### src/rtl/uart_rx_pkg.sv
// rtl/uart_rx_pkg.sv - shared types, parity encodings and divisor helper for the UART receive decoder
package uart_rx_pkg;

  typedef enum logic [2:0] {
    ST_IDLE,
    ST_START,
    ST_DATA,
    ST_PAR,
    ST_STOP,
    ST_WAIT_HI
  } rx_state_e;

  localparam int PAR_NONE = 0;
  localparam int PAR_ODD  = 1;
  localparam int PAR_EVEN = 2;

  // Rounded clocks-per-bit.
  function automatic int div_calc(input int clk_hz, input int baud);
    return (clk_hz + baud / 2) / baud;
  endfunction

endpackage

### src/rtl/uart_rx_fifo.sv
// rtl/uart_rx_fifo.sv - show-ahead FIFO holding decoded frames; head reads as zero when empty
module uart_rx_fifo #(
  parameter int WIDTH = 10,
  parameter int DEPTH = 16
) (
  input  logic                   i_clk,
  input  logic                   i_rst_n,
  input  logic                   i_push,
  input  logic [WIDTH-1:0]       i_wdata,
  input  logic                   i_pop,
  output logic [WIDTH-1:0]       o_rdata,
  output logic [$clog2(DEPTH):0] o_level,
  output logic                   o_full,
  output logic                   o_empty
);

  localparam int          AW       = $clog2(DEPTH);
  localparam logic [AW:0] FULL_LVL = (AW+1)'(DEPTH);

  logic [WIDTH-1:0] r_mem [DEPTH];
  logic [AW-1:0]    r_wr_ptr;
  logic [AW-1:0]    r_rd_ptr;
  logic [AW:0]      r_level;
  logic             w_do_push;
  logic             w_do_pop;

  assign o_empty   = (r_level == '0);
  assign o_full    = (r_level == FULL_LVL);
  assign w_do_pop  = i_pop && !o_empty;
  // A pop frees the slot a same-cycle push needs when full.
  assign w_do_push = i_push && (!o_full || w_do_pop);
  assign o_rdata   = o_empty ? '0 : r_mem[r_rd_ptr];
  assign o_level   = r_level;

  always_ff @(posedge i_clk) begin
    if (w_do_push) r_mem[r_wr_ptr] <= i_wdata;
  end

  always_ff @(posedge i_clk or negedge i_rst_n) begin
    if (!i_rst_n) begin
      r_wr_ptr <= '0;
      r_rd_ptr <= '0;
      r_level  <= '0;
    end else begin
      if (w_do_push) r_wr_ptr <= r_wr_ptr + AW'(1);
      if (w_do_pop)  r_rd_ptr <= r_rd_ptr + AW'(1);
      case ({w_do_push, w_do_pop})
        2'b10:   r_level <= r_level + (AW+1)'(1);
        2'b01:   r_level <= r_level - (AW+1)'(1);
        default: r_level <= r_level;
      endcase
    end
  end

endmodule

### src/rtl/uart_rx_decoder.sv
// rtl/uart_rx_decoder.sv - UART receive decoder with framing/parity checks and buffered output
// Optional feature: UART_RX_PARITY_EN enables the parity bit and parity_err_o.
module uart_rx_decoder
  import uart_rx_pkg::*;
#(
  parameter int CLK_FREQ_HZ = 50_000_000,
  parameter int BAUD        = 115200,
  parameter int DATA_BITS   = 8,
  parameter int PARITY      = 0,
  parameter int STOP_BITS   = 1,
  parameter int FIFO_DEPTH  = 16
) (
  input  logic                        clk_i,
  input  logic                        rst_n_i,
  input  logic                        rx_i,
  output logic [DATA_BITS-1:0]        data_o,
  output logic                        frame_err_o,
  output logic                        parity_err_o,
  output logic                        valid_o,
  input  logic                        ready_i,
  output logic                        overflow_o,
  input  logic                        clr_i,
  output logic [$clog2(FIFO_DEPTH):0] level_o
);

  localparam int DIV = div_calc(CLK_FREQ_HZ, BAUD);
  localparam int CW  = $clog2(DIV);
  localparam int BW  = $clog2(DATA_BITS);
`ifdef UART_RX_PARITY_EN
  localparam int EW  = DATA_BITS + 2;
`else
  localparam int EW  = DATA_BITS + 1;
`endif

  localparam logic [CW-1:0] HALF_LD   = CW'(DIV / 2 - 1);
  localparam logic [CW-1:0] FULL_LD   = CW'(DIV - 1);
  localparam logic [BW-1:0] DATA_LAST = BW'(DATA_BITS - 1);
  localparam logic [BW-1:0] STOP_LAST = BW'(STOP_BITS - 1);

  if (DIV < 8) begin : g_div_chk
    $error("uart_rx_decoder: clocks per bit must be at least 8");
  end
  if (DATA_BITS < 5 || DATA_BITS > 9) begin : g_bits_chk
    $error("uart_rx_decoder: DATA_BITS must be 5..9");
  end
  if (FIFO_DEPTH < 2 || (FIFO_DEPTH & (FIFO_DEPTH - 1)) != 0) begin : g_depth_chk
    $error("uart_rx_decoder: FIFO_DEPTH must be a power of two >= 2");
  end

  logic                 r_sync1;
  logic                 r_rxs;
  logic                 r_rxs_d;
  rx_state_e            r_state;
  logic [CW-1:0]        r_cnt;
  logic [BW-1:0]        r_bits;
  logic [DATA_BITS-1:0] r_shift;
  logic                 r_ferr;
`ifdef UART_RX_PARITY_EN
  logic                 r_perr;
`endif
  logic                 r_push;
  logic [EW-1:0]        r_entry;
  logic                 r_overflow;

  logic                 w_tc;
  logic [EW-1:0]        w_rdata;
  logic                 w_full;
  logic                 w_empty;
  logic                 w_pop;
  logic                 w_drop;

  always_ff @(posedge clk_i or negedge rst_n_i) begin
    if (!rst_n_i) begin
      r_sync1 <= 1'b1;
      r_rxs   <= 1'b1;
      r_rxs_d <= 1'b1;
    end else begin
      r_sync1 <= rx_i;
      r_rxs   <= r_sync1;
      r_rxs_d <= r_rxs;
    end
  end

  assign w_tc = (r_cnt == '0);

  always_ff @(posedge clk_i or negedge rst_n_i) begin
    if (!rst_n_i) begin
      r_state <= ST_IDLE;
      r_cnt   <= '0;
      r_bits  <= '0;
      r_shift <= '0;
      r_ferr  <= 1'b0;
`ifdef UART_RX_PARITY_EN
      r_perr  <= 1'b0;
`endif
      r_push  <= 1'b0;
      r_entry <= '0;
    end else begin
      r_push <= 1'b0;
      if (!w_tc) r_cnt <= r_cnt - CW'(1);
      case (r_state)
        ST_IDLE: begin
          if (r_rxs_d && !r_rxs) begin
            r_cnt   <= HALF_LD;
            r_state <= ST_START;
          end
        end
        ST_START: begin
          if (w_tc) begin
            if (r_rxs) begin
              r_state <= ST_IDLE;
            end else begin
              r_cnt   <= FULL_LD;
              r_bits  <= '0;
              r_ferr  <= 1'b0;
              r_state <= ST_DATA;
            end
          end
        end
        ST_DATA: begin
          if (w_tc) begin
            r_cnt   <= FULL_LD;
            r_shift <= {r_rxs, r_shift[DATA_BITS-1:1]};
            if (r_bits == DATA_LAST) begin
              r_bits  <= '0;
`ifdef UART_RX_PARITY_EN
              r_state <= (PARITY != PAR_NONE) ? ST_PAR : ST_STOP;
`else
              r_state <= ST_STOP;
`endif
            end else begin
              r_bits <= r_bits + BW'(1);
            end
          end
        end
`ifdef UART_RX_PARITY_EN
        ST_PAR: begin
          if (w_tc) begin
            r_cnt   <= FULL_LD;
            r_perr  <= ((^r_shift) ^ r_rxs) != (PARITY == PAR_ODD);
            r_state <= ST_STOP;
          end
        end
`endif
        ST_STOP: begin
          if (w_tc) begin
            if (r_bits == STOP_LAST) begin
              r_push  <= 1'b1;
`ifdef UART_RX_PARITY_EN
              r_entry <= {r_ferr | ~r_rxs, r_perr, r_shift};
`else
              r_entry <= {r_ferr | ~r_rxs, r_shift};
`endif
              // A line still low here is a break; hold off start detection until it releases.
              r_state <= r_rxs ? ST_IDLE : ST_WAIT_HI;
            end else begin
              r_ferr <= r_ferr | ~r_rxs;
              r_bits <= r_bits + BW'(1);
              r_cnt  <= FULL_LD;
            end
          end
        end
        ST_WAIT_HI: begin
          if (r_rxs) r_state <= ST_IDLE;
        end
        default: r_state <= ST_IDLE;
      endcase
    end
  end

  assign w_pop  = ready_i && !w_empty;
  assign w_drop = r_push && w_full && !w_pop;

  always_ff @(posedge clk_i or negedge rst_n_i) begin
    if (!rst_n_i) begin
      r_overflow <= 1'b0;
    end else if (w_drop) begin
      r_overflow <= 1'b1;
    end else if (clr_i) begin
      r_overflow <= 1'b0;
    end
  end

  uart_rx_fifo #(
    .WIDTH (EW),
    .DEPTH (FIFO_DEPTH)
  ) u_fifo (
    .i_clk   (clk_i),
    .i_rst_n (rst_n_i),
    .i_push  (r_push),
    .i_wdata (r_entry),
    .i_pop   (ready_i),
    .o_rdata (w_rdata),
    .o_level (level_o),
    .o_full  (w_full),
    .o_empty (w_empty)
  );

  assign valid_o     = !w_empty;
  assign data_o      = w_rdata[DATA_BITS-1:0];
  assign frame_err_o = w_rdata[EW-1];
`ifdef UART_RX_PARITY_EN
  assign parity_err_o = w_rdata[DATA_BITS];
`else
  assign parity_err_o = 1'b0;
`endif
  assign overflow_o  = r_overflow;

endmodule

### config.mk
export PLATFORM = sky130hd
export DESIGN_NAME = uart_rx_decoder
export DESIGN_NICKNAME = d
export VERILOG_FILES = /design/src/rtl/uart_rx_pkg.sv /design/src/rtl/uart_rx_fifo.sv /design/src/rtl/uart_rx_decoder.sv
export SDC_FILE = /design/constraint.sdc
export NUM_CORES = 1
export LEC_CHECK = 0
export ABC_CLOCK_PERIOD_IN_PS = 4000
export CAP_MARGIN = 20
export CORE_UTILIZATION = 35
export CTS_BUF_LIST = sky130_fd_sc_hd__clkbuf_4 sky130_fd_sc_hd__clkbuf_8 sky130_fd_sc_hd__clkbuf_16
export DETAILED_ROUTE_END_ITERATION = 6
export GPL_ROUTABILITY_DRIVEN = 1
export GPL_TIMING_DRIVEN = 1
export SLEW_MARGIN = 20
export SYNTH_ARGS = -nofsm -noshare
export SYNTH_HDL_FRONTEND = slang
export SYNTH_HIERARCHICAL = 1
export SYNTH_SLANG_ARGS = --single-unit
### constraint.sdc
create_clock -name clk_i -period 4 [get_ports clk_i]
set_input_delay 0.4 -clock clk_i [delete_from_list [all_inputs] [get_ports clk_i]]
set_output_delay 0.4 -clock clk_i [all_outputs]
set_load 0.01 [all_outputs]
# Word-level counts from Yosys, hierarchy flattened
# Memories as Yosys holds them, arrays and structs flattened.
# Cells that the tools add are included.
# word_totals
ff_bits,51
ramBits,144
mem_count,1
# classes
n_addsub,6
mux,39
eq_ne,17
n_reduce_logical,23
bitwise,2
# mem_list
name,depth,word_bits,read_ports,rd_clocked_by_memory_dff,write_ports,line_no,rtl
u_fifo.r_mem,16,9,1,0,1,uart_rx_fifo.sv:20,logic [WIDTH-1:0] r_mem [DEPTH];
# ops
op,n
9-bit two-way mux,8
3-bit two-way mux,14
9-bit one-hot mux with 4 select lines,1
2-bit inequality test (second input constant),9
3-bit one-hot mux with 5 select lines,1
1-bit two-way mux,11
5-bit one-hot mux with 2 select lines,1
3-bit equality test (second input constant),3
9-bit logical NOT,1
3-bit one-hot mux with 3 select lines,1
9-bit by 1-bit subtractor with 9-bit output (second input constant),1
4-bit by 1-bit adder with 4-bit output (second input constant),2
7-bit AND reduction,1
3-bit logical NOT,2
6-bit AND reduction,1
2-bit nonzero test,3
5-bit by 1-bit adder with 5-bit output (second input constant),1
5-bit equality test (second input constant),1
1-bit logical AND,5
5-bit logical NOT,1
5-bit AND reduction,1
5-bit by 1-bit subtractor with 5-bit output (second input constant),1
1-bit logical NOT,4
3-bit by 1-bit adder with 3-bit output (second input constant),1
12 further kinds,12

# Logic depth before layout (Yosys ltp)
# logic_depth
word_depth,7
mapped_depth,12

# Cells and area by module
# The synthesis kept the hierarchy.
# modules_own_cells
module,seq_area_each_um2,n_inst,cells_per_inst,area_per_inst_um2
uart_rx_fifo,4649.5,1,326,6422.4
uart_rx_decoder,954.7,1,205,2044.5

# Least setup slack after synthesis
# Ideal clock, no wire load.
# synth_path
path_kind,reg2reg
start,register u_fifo.r_level[1] (netlist: u_fifo/o_level[1])
end,register u_fifo.r_level[4] (netlist: u_fifo/o_level[4])
synth_period_minus_slack_ns,2.481
path_stages_with_launch,11
path_slack_ns,1.519
t_arrival_ns,2.395
setup_time_ns,0.087
cell_sequence,dfrtp_1 > nor4_4 > nand2b_1 > clkbuf_1 > nand3_1 > inv_1 > ha_1 > nand2b_1 > a2111o_1 > o31a_1 > o211ai_1
# synth_between
elab_chain_len,7
elab_cells_between_ends,13
classes_between,2 x add/sub; 3 x eq/ne; 1 x mux; 7 x reduce/logical
# synth_rtl
element,line_no,rtl
from (decl),uart_rx_fifo.sv:23,logic [AW:0] r_level;
from (signal assigned),uart_rx_fifo.sv:48,2'b10: r_level <= r_level + (AW+1)'(1);
from (signal assigned),uart_rx_fifo.sv:49,2'b01: r_level <= r_level - (AW+1)'(1);
from (signal assigned),uart_rx_fifo.sv:50,default: r_level <= r_level;
5-bit logical NOT,uart_rx_fifo.sv:27,assign o_empty = (r_level == '0);
1-bit logical NOT,uart_rx_fifo.sv:29,assign w_do_pop = i_pop && !o_empty;
1-bit logical AND,uart_rx_fifo.sv:29,
1-bit logical OR,uart_rx_fifo.sv:31,assign w_do_push = i_push && (!o_full || w_do_pop);
1-bit logical AND,uart_rx_fifo.sv:31,
2-bit by 1-bit equality test with 1-bit output / 2-bit equality test (equally long branches),uart_rx_fifo.sv:47,"case ({w_do_push, w_do_pop})"
5-bit one-hot mux with 2 select lines / 2-bit nonzero test (equally long branches),--,
# Parallel ways exist; a longest one is shown, timed or not.
# A chain may end at the register's enable or synchronous reset.

# Final worst setup path
# layout_path
start,register u_fifo.r_rd_ptr[1]
end,output port data_o[7]
# layout_between
elab_chain_len,2
# layout_rtl
element,line_no,rtl
from (decl),uart_rx_fifo.sv:22,logic [AW-1:0] r_rd_ptr;
from (signal assigned),uart_rx_fifo.sv:46,if (w_do_pop) r_rd_ptr <= r_rd_ptr + AW'(1);
memory read 16 x 9 bit,--,
9-bit two-way mux,uart_rx_fifo.sv:32,assign o_rdata = o_empty ? '0 : r_mem[r_rd_ptr];
to (decl),uart_rx_decoder.sv:16,"output logic [DATA_BITS-1:0] data_o,"
# Every way passes these cells.

==> impl_metrics.csv <==
group,metric,value,unit
synthesis,ys_top_cells_by_area,"edfxtp_1, dfrtp_1, mux4_2",
synthesis,yosysWarnings,6,
timing,fin_crit_sh,85.2,%
global_route,grt_overflow_total,0,
floorplan,dieHeight,158,µm
pwr,p_seq_share,43.6,%
synthesis,synth_common_cells,"edfxtp_1, dfrtp_1, mux4_2, mux2_2, nor2_1",
layout,drive_above_1_share,21.8,%
synthesis,yosysMostFrequentCell,"edfxtp_1",
synthesis,netlist_instances,531,
pwr,net-switching-power,1.92,mW
worst_setup_path,worst_ep_required_time,3600,ps
global_route,grt_pass1_vias,4795,
routing,dr.pass1.iters,4,
routing,num_vias,4601,
cts,cts_sinks,195,
timing,whs,48.8,ps
cts,cts_root_buffer,"clkbuf_16",
placement,io_buffer_count,20,
timing,fin_crit,3410,ps
pwr,p_leak,3.42,nW
timing,slew_headroom,29.4,%
floorplan,ios,22,
pwr,p_comb_share,27.9,%
worst_setup_path,critPathKind,"reg2out",
synthesis,ys_seq_area_share,66.2,%
flow_run,cap_violations,0,
routing,drt-initial-drc-count,321,
layout,diodes,0,
worst_setup_path,startpoint_type,"flop",
synthesis,yosysTopAreaCellShare,51.1,%
min_path,holdCritPathClass,"in2async",
status,status,"completed",
worst_setup_path,cp_max_fo,23,
routing,wl_per_cell,18.8,µm
pwr,p_int,3.96,mW
synthesis,synth.distinct_cells,61,
synthesis,syn_avg_cell_area,15.9,µm²
global_route,grt_usage,14.7,%
cts,cts_resized,0,
routing,routed_wl,16600,µm
cts,post_cts_buffers,0,
synthesis,ys_ff_latch,195,
layout,nets,575,
worst_setup_path,worstPathArrival,3010,ps
global_route,grt_pass1_wl,26500,µm
layout,syn_to_final_growth,13.8,%
pwr,powerDensity,610,mW/mm²
cts,cts_made_buffers,17,
cts,clock_path_buffers,2,
worst_setup_path,cp-end-kind,"output port",
timing,setup_viol,0,
timing,tightest_slew,1050,ps
cts,clk_latency,440,ps
pwr,switching_share,32.6,%
floorplan,die_w,158,µm
layout,fin_area,0.00963,mm²
synthesis,syn-num-nets,551,
routing,viasPerCell,5.19,
floorplan,start_util,35.9,%
synthesis,ys.flop_type,"edfxtp_1",
timing,final_max_slew_viol_count,0,
floorplan,rows,56,
pwr,power.share.clock,28.5,%
routing,drc_errors,0,
floorplan,die_area,0.0248,mm²
cts,htreeDepth,4,
placement,postPlaceCellArea,0.00905,mm²
placement,place_inst,855,
timing,fmax,293,MHz
placement,place_congestion,0.856,
cts,tritoncts,"built",
cts,hold_buffers,0,
timing,tns,0,ps
global_route,antenna_found_initial,0,
synthesis,syn_area,0.00847,mm²
cts,path_clk_slew,70,ps
global_route,grt_max_degree,35,
synthesis,ys_async_sr_fraction,26.2,%
timing,rsz0062_at_grt,"false",
placement,dp_hpwl,10800,µm
routing,ant_nets,0,
layout,stdcell_count,887,
timing,hold_viol_final,0,
pwr,ir_drop,0.330,mV
floorplan,core_area,0.0236,mm²
synthesis,synth_edf_count,144,
synthesis,synth_area_leader_cell,"edfxtp_1",
timing,clock_skew,11.3,ps
==> metal layers <==
layer | up-vias | GRT usage [%] | part of all wire, %
li1 | 2087 | - | -
met3 | 14 | 3.22 | 4.7
met4 | 0 | 4.35 | 1.2
met1 | 2380 | 19.6 | 46
met5 | - | 0 | 0
met2 | 120 | 23.9 | 48
==> cell type report <==
| cell class | instances | area, µm² |
|---|---|---|
| fill | 2148 | 14000 |
| sequential | 195 | 5610 |
| multi-input combinational | 285 | 2660 |
| clock buffer | 17 | 425 |
| tap | 319 | 399 |
| timing repair buffer | 30 | 283 |
| clock inverter | 15 | 163 |
| inverter | 26 | 100 |
==> state kept, by name (all words and copies together), names as in the netlist <==
signal / count
overflow_o: 1
r_bits: 3
r_cnt: 9
r_entry: 9
r_ferr: 1
r_push: 1
r_rxs: 1
r_rxs_d: 1
r_shift: 8
r_state: 3
r_sync1: 1
u_fifo/o_level: 5
u_fifo/r_mem: 144
u_fifo/r_rd_ptr: 4
u_fifo/r_wr_ptr: 4
==> critical path, cell delays in order, from the launching register on <==
cell	delay [ps]
dfrtp_2	870
mux4_2	590
mux2_2	290
o21ai_1	190
a21oi_1	90
clkdlybuf4s50_1	540
==> final timing paths <==
kind	to	slack, ps	cells after the start	start
worst min register to register	r_rxs$_DFF_PN1_	360	0	r_sync1$_DFF_PN1_
worst min-delay path	r_cnt[3]$_DFF_PN0_	50	1	rst_n_i
max in group asynchronous	u_fifo/r_rd_ptr[1]$_DFFE_PN0N_	3180	2	rst_n_i
worst max register to register	u_fifo/o_level[4]$_DFFE_PN0P_	1100	9	u_fifo/o_level[1]$_DFFE_PN0P_
min in group clk_i	r_rxs$_DFF_PN1_	360	0	r_sync1$_DFF_PN1_
worst max-delay path	data_o[7]	590	5	u_fifo/r_rd_ptr[1]$_DFFE_PN0N_
==> metrics by stage <==
step / power [mW] / utilization (%) / setup WS [ps]
floorplan: 3.70 / - / 1520
detailed placement: 4.27 / 38.3 / 975
global placement: 4.22 / 38.3 / 985
finish: 5.88 / 40.8 / 592
CTS: 5.94 / 40.8 / 493
global route: 6.21 / 40.8 / 430
==> logic make-up (layout without fill, tap and decap cells) <==
group                      Yosys count  count (layout)  share of synthesized area [%]
muxes                               80              80                           15.2
adders and majority gates           15              15                           2.31
and+or+nand+nor                     96              96                           6.15
xor gates and xnor gates            13              13                           1.34
buffers and inverters               51              88                           2.70
DFF                                195             195                           66.2
AOI/OAI and AO/OA                   80              80                           6.04
other                                1               1                         0.0443
==> layout by cell type, fill, tap and decap left out, drive strengths merged, types with 5 or more instances in the layout <==
master / netlist / final
mux4: 36 / 36
edfxtp: 144 / 144
nand2b: 7 / 7
nand3: 8 / 8
a21oi: 22 / 22
buf: 14 / 11
nor4: 6 / 6
o21ai: 25 / 25
nand2: 17 / 17
mux2: 30 / 30
inv: 26 / 33
nor2: 26 / 26
nor2b: 5 / 5
clkdlybuf4s50: 0 / 19
ha: 14 / 14
and2: 10 / 10
clkbuf: 11 / 17
mux2i: 14 / 14
dfrtp: 48 / 48
clkinv: 0 / 8
xnor2: 12 / 12
==> power groups by stage <==
| stage | Combinational (mW) | Sequential (mW) | Clock (mW) |
|---|---|---|---|
| global placement | 1.61 | 2.60 | 0 |
| floorplan | 1.28 | 2.41 | 0 |
| finish | 1.64 | 2.56 | 1.67 |
| global route | 1.80 | 2.61 | 1.80 |
| CTS | 1.65 | 2.57 | 1.72 |
| detailed placement | 1.65 | 2.62 | 0 |
(Power assumes the default switching activity.)
